<file path="config.mk">
export PLATFORM = sky130hd
export DESIGN_NAME = opl_timer_ctrl
export DESIGN_NICKNAME = d
export VERILOG_FILES = /design/src/rtl/opl_timer_ctrl.sv
export SDC_FILE = /design/constraint.sdc
export NUM_CORES = 1
export LEC_CHECK = 0
export CAP_MARGIN = 10
export CORE_ASPECT_RATIO = 1.5
export CORE_MARGIN = 5
export CORE_UTILIZATION = 25
export DETAILED_ROUTE_END_ITERATION = 8
export MAX_ROUTING_LAYER = met4
export SETUP_SLACK_MARGIN = 0.1
export SYNTH_ARGS = -nofsm -noshare
export SYNTH_HDL_FRONTEND = slang
export SYNTH_SLANG_ARGS = --single-unit
</file>
<file path="constraint.sdc">
create_clock -name clk -period 3.6 [get_ports clk]
set_clock_uncertainty 0.2 [all_clocks]
set_input_delay 0.36 -clock clk [delete_from_list [all_inputs] [get_ports clk]]
set_output_delay 0.36 -clock clk [all_outputs]
set_load 0.05 [all_outputs]
</file>
<file path="src/rtl/opl_timer_ctrl.sv">
// OPL-style dual timer block: shared prescaler, two 8-bit up-counting timers
// with presets, per-timer masks, overflow flags and an active-low interrupt.
module opl_timer_ctrl #(
    parameter int TICK_CYCLES = 16384,
    parameter int T2_DIV      = 4
) (
    input  logic       clk,
    input  logic       rst_n,
    input  logic       wr,
    input  logic [7:0] addr,
    input  logic [7:0] din,
    output logic [7:0] status,
    output logic       irq_n
);

    localparam int PW = (TICK_CYCLES > 1) ? $clog2(TICK_CYCLES) : 1;
    localparam int SW = (T2_DIV > 1) ? $clog2(T2_DIV) : 1;
    localparam logic [PW-1:0] PRESC_LAST = PW'(TICK_CYCLES - 1);
    localparam logic [SW-1:0] SUB_LAST   = SW'(T2_DIV - 1);

    logic [PW-1:0] presc;
    logic [SW-1:0] sub2;
    logic [7:0]    preset1, preset2, cnt1, cnt2;
    logic          st1, st2, mask1, mask2, ft1, ft2;
    logic          tick, ctrl_wr, irq_rst, ctrl_load;
    logic          start1, start2, run1, run2, step2, ovf1, ovf2;
    logic          unused_bits;

    assign tick      = (presc == PRESC_LAST);
    assign ctrl_wr   = wr && (addr == 8'h04);
    assign irq_rst   = ctrl_wr && din[7];
    assign ctrl_load = ctrl_wr && !din[7];

    // A control write that clears a start bit stops the timer at that very edge.
    assign start1 = ctrl_load && din[0] && !st1;
    assign start2 = ctrl_load && din[1] && !st2;
    assign run1   = st1 && !(ctrl_load && !din[0]);
    assign run2   = st2 && !(ctrl_load && !din[1]);
    assign step2  = run2 && tick && (sub2 == SUB_LAST);
    assign ovf1   = run1 && tick && (cnt1 == 8'hFF);
    assign ovf2   = step2 && (cnt2 == 8'hFF);

    assign unused_bits = ^din[4:2];

    always_ff @(posedge clk or negedge rst_n) begin
        if (!rst_n) begin
            presc <= '0;
        end else if (tick) begin
            presc <= '0;
        end else begin
            presc <= presc + 1'b1;
        end
    end

    always_ff @(posedge clk or negedge rst_n) begin
        if (!rst_n) begin
            preset1 <= 8'h00;
            preset2 <= 8'h00;
            st1     <= 1'b0;
            st2     <= 1'b0;
            mask1   <= 1'b0;
            mask2   <= 1'b0;
        end else if (wr) begin
            if (addr == 8'h02) preset1 <= din;
            if (addr == 8'h03) preset2 <= din;
            if (ctrl_load) begin
                mask1 <= din[6];
                mask2 <= din[5];
                st2   <= din[1];
                st1   <= din[0];
            end
        end
    end

    // Start edge loads the preset and swallows any coincident tick.
    always_ff @(posedge clk or negedge rst_n) begin
        if (!rst_n) begin
            cnt1 <= 8'h00;
        end else if (start1 || ovf1) begin
            cnt1 <= preset1;
        end else if (run1 && tick) begin
            cnt1 <= cnt1 + 8'd1;
        end
    end

    always_ff @(posedge clk or negedge rst_n) begin
        if (!rst_n) begin
            cnt2 <= 8'h00;
            sub2 <= '0;
        end else if (start2) begin
            cnt2 <= preset2;
            sub2 <= '0;
        end else if (run2 && tick) begin
            if (step2) begin
                sub2 <= '0;
                cnt2 <= ovf2 ? preset2 : cnt2 + 8'd1;
            end else begin
                sub2 <= sub2 + 1'b1;
            end
        end
    end

    // A new overflow takes priority over a same-cycle IRQ reset.
    always_ff @(posedge clk or negedge rst_n) begin
        if (!rst_n) begin
            ft1 <= 1'b0;
            ft2 <= 1'b0;
        end else begin
            if (ovf1 && !mask1)  ft1 <= 1'b1;
            else if (irq_rst)    ft1 <= 1'b0;
            if (ovf2 && !mask2)  ft2 <= 1'b1;
            else if (irq_rst)    ft2 <= 1'b0;
        end
    end

    assign status = {ft1 | ft2, ft1, ft2, 5'b00000};
    assign irq_n  = ~(ft1 | ft2);

endmodule

</file>
==> flow_summary.yaml <==
clock_tree:
  cts_tree: "done"
  root_buffer: "clkbuf_16"
  cts_buffer_depth: 2
  clk_transition_reported_paths_ns: 0.07
  clock_latency_ns: 0.30
  clkSinkCount: 54
  cts_buffers: 5
  htreeDepth: 2
synthesis:
  synth_area_leaders: "dfrtp_1 (47%), mux2_2 (6.7%), nand2_1 (2.9%)"
  synth-compound-area-share_pct: 14.9
  yosysTopAreaCell: "dfrtp_1"
  synthAdderAreaFrac_pct: 1.74
  avgSynthCellArea_sq_um: 10.3
  synth_edf_count: 0
  yosys.area.top_type_share_pct: 47.1
  synthMuxAreaShare_pct: 11.0
  synth-seq-cells: 54
  synth_cell_types: 51
  synth_async_sr_flop_share_pct: 100
  synth_top_family_by_area: "simple AND/OR/NAND/NOR gates"
  synth_cells: 278
  synth_simple_gate_area_share_pct: 17.2
  ys_warn_count: 0
  ys_seq_area_share_pct: 47.1
  synth-xor-area-share_pct: 3.05
  synth_area_sq_mm: 0.00287
  synth_ff_type: "dfrtp_1"
timing:
  min_period_ns: 3.03
  setup_viol: 0
  fmax_mhz: 330
  max_slew_margin_pct: 39.7
  rsz0062_at_grt: "false"
  maxSlewViolCount: 0
  final.period_utilization_pct: 84.1
  hold_violations: 0
  holdWs_ns: 0.289
  worst_slack_ns: 0.572
  fin_setup_tns_ns: 0
  worstMarginPinSlew_ns: 0.901
worst_setup_path:
  r2r_slack_ns: 0.92
  cp-start-kind: "primary input"
  crit_required_ns: 3.57
  setup.worst_path.class: "primary input to flop"
  r2r_start: "presc[0]$_DFF_PN0_"
  crit_path_max_fanout: 14
  rr_endpoint: "cnt2[0]$_DFFE_PN0P_"
  r2r.worst_path.cells: 6
  endpoint: "cnt2[0]$_DFFE_PN0P_"
  cp_data_arrival_time_ns: 3.00
  endpoint_kind: "flop"
  crit_start: "addr[3]"
grt:
  grt_pass1_wl_mm: 11.1
  grt_max_degree: 31
  grt_pass1_vias: 2239
  gr-total-overflow: 0
  antenna_found_initial: 0
  grt_use_total_pct: 10.2
finish:
  layout.nets: 325
  area_delta_synth_final_pct: 18.1
  antenna_cells: 0
  final_cells: 453
  final_util_pct: 29.7
  drive_gt1_share_pct: 13.2
power_and_ir_drop:
  ir_drop_v: 0.000278
  leakagePower_nw: 1.42
  power.density_mw_per_mm2: 400
route:
  drt-initial-drc-count: 143
  wirelength_mm: 6.51
  via_per_inst: 5.02
  drtAntennaViolNets: 0
  drt_first_pass_iters: 4
  drc: 0
  route.detailed.wl_per_inst_um: 14.4
  dr_total_vias: 2272
floorplan:
  die_area_sq_mm: 0.0138
  ioPinCount: 28
  die_h_um: 141
  coreArea_sq_mm: 0.0114
  rows: 48
  initial_core_util_pct: 25.1
  die_w_um: 97.5
worst_hold_path:
  hold_path.class: "flop to flop"
  worstHoldStart: "preset2[1]$_DFFE_PN0P_"
placement:
  numPortBuffers: 22
  dp.cells: 444
  dp_slack_ns: 0.282
  hpwl_mm: 4.87
  globalplace.congestion: 0.832
job:
  drv_cap: 0
outcome:
  outcome: "finished clean"
worst min path at each step:
stage | endpoint | slack (ns) | cells after the start
floorplan | cnt1[0]$_DFFE_PN0P_ | -0.14 | 0
global placement | preset2[2]$_DFFE_PN0P_ | 0.24 | 1
detailed placement | cnt2[5]$_DFFE_PN0P_ | 0.24 | 1
CTS | cnt1[4]$_DFFE_PN0P_ | 0.29 | 1
global route | cnt1[4]$_DFFE_PN0P_ | 0.32 | 1
finish | preset2[1]$_DFFE_PN0P_ | 0.29 | 2
cells in the final DEF (no fill, tap or decap), drive strengths merged, types with 6 or more instances in the layout:
cell	instances
a21oi	7
a31oi	7
and3	8
clkbuf	7
clkdlybuf4s50	21
dfrtp	54
inv	13
mux2	17
mux2i	10
nand2	22
nand3	15
nand4	8
nor2	16
nor3	7
o21ai	16
xor2	6
state kept, by name (all words and copies together) (netlist names):
signal	cells
st2	1
st1	1
sub2	2
ft2	1
cnt1	8
ft1	1
preset1	8
cnt2	8
presc	14
mask1	1
preset2	8
mask2	1
cell families after synthesis:
logic type / count (synthesis)
other: 1
AOI/OAI and AO/OA: 61
and+or+nand+nor: 94
adders and majority gates: 4
xor gates and xnor gates: 10
buffers and inverters: 27
muxes: 27
DFF: 54
per-stage QoR:
stage,power (mW),instance area [sq um]
floorplan,0.801,2880
global placement,0.862,3230
detailed placement,0.867,3230
CTS,1.37,3390
global route,1.42,3390
finish,1.35,3390
worst max-delay path, cell delays in order:
cell             delay, ns
clkdlybuf4s50_1       0.40
or4_4                 0.54
or4_4                 0.64
mux2i_4               0.29
or4b_2                0.65
o311ai_0              0.11
cell type report:
class                      instances  area (sq um)
clock buffer                       7           143
clock inverter                     1          8.76
fill                            1213          8020
inverter                          13          48.8
multi-input combinational        201          1390
sequential                        54          1350
tap                              150           188
timing repair buffer              27           255
synth_stat cells (3+ instances only):
cell       instances
inv_1             11
nand2_1           22
mux2_2            17
nand4_1            8
clkbuf_1           5
xnor2_1            4
a2bb2oi_1          4
ha_1               4
a31oi_1            7
o31ai_1            3
buf_4              8
xor2_1             6
nor2_1            16
mux2i_1            8
nand3_1           15
a21oi_1            7
nor3_1             7
o21ai_0           16
o211ai_1           4
a211oi_1           5
and3_1             8
dfrtp_1           54
where the power goes:
group          internal [mW]  leakage, nW  switching, mW  total, mW
clock network          0.280       0.0745          0.217      0.497
registers              0.658        0.721         0.0630      0.721
logic                 0.0669        0.626         0.0701      0.137
what timing repair did:
item                       CTS  global route
setup buffers                0             0
resized for setup            0             0
setup endpoints to repair    0             0
hold endpoints to repair    29             0
hold buffers                 1             0
metal layers:
layer,up-vias,global-route usage (%),part of all wire [%]
met5,-,-,0
met4,0,4.81,3.0
met3,13,1.34,3.8
met2,63,17.5,52
met1,1120,11.6,41
li1,1076,-,-
No activity file was read; power rests on OpenSTA's default activity.
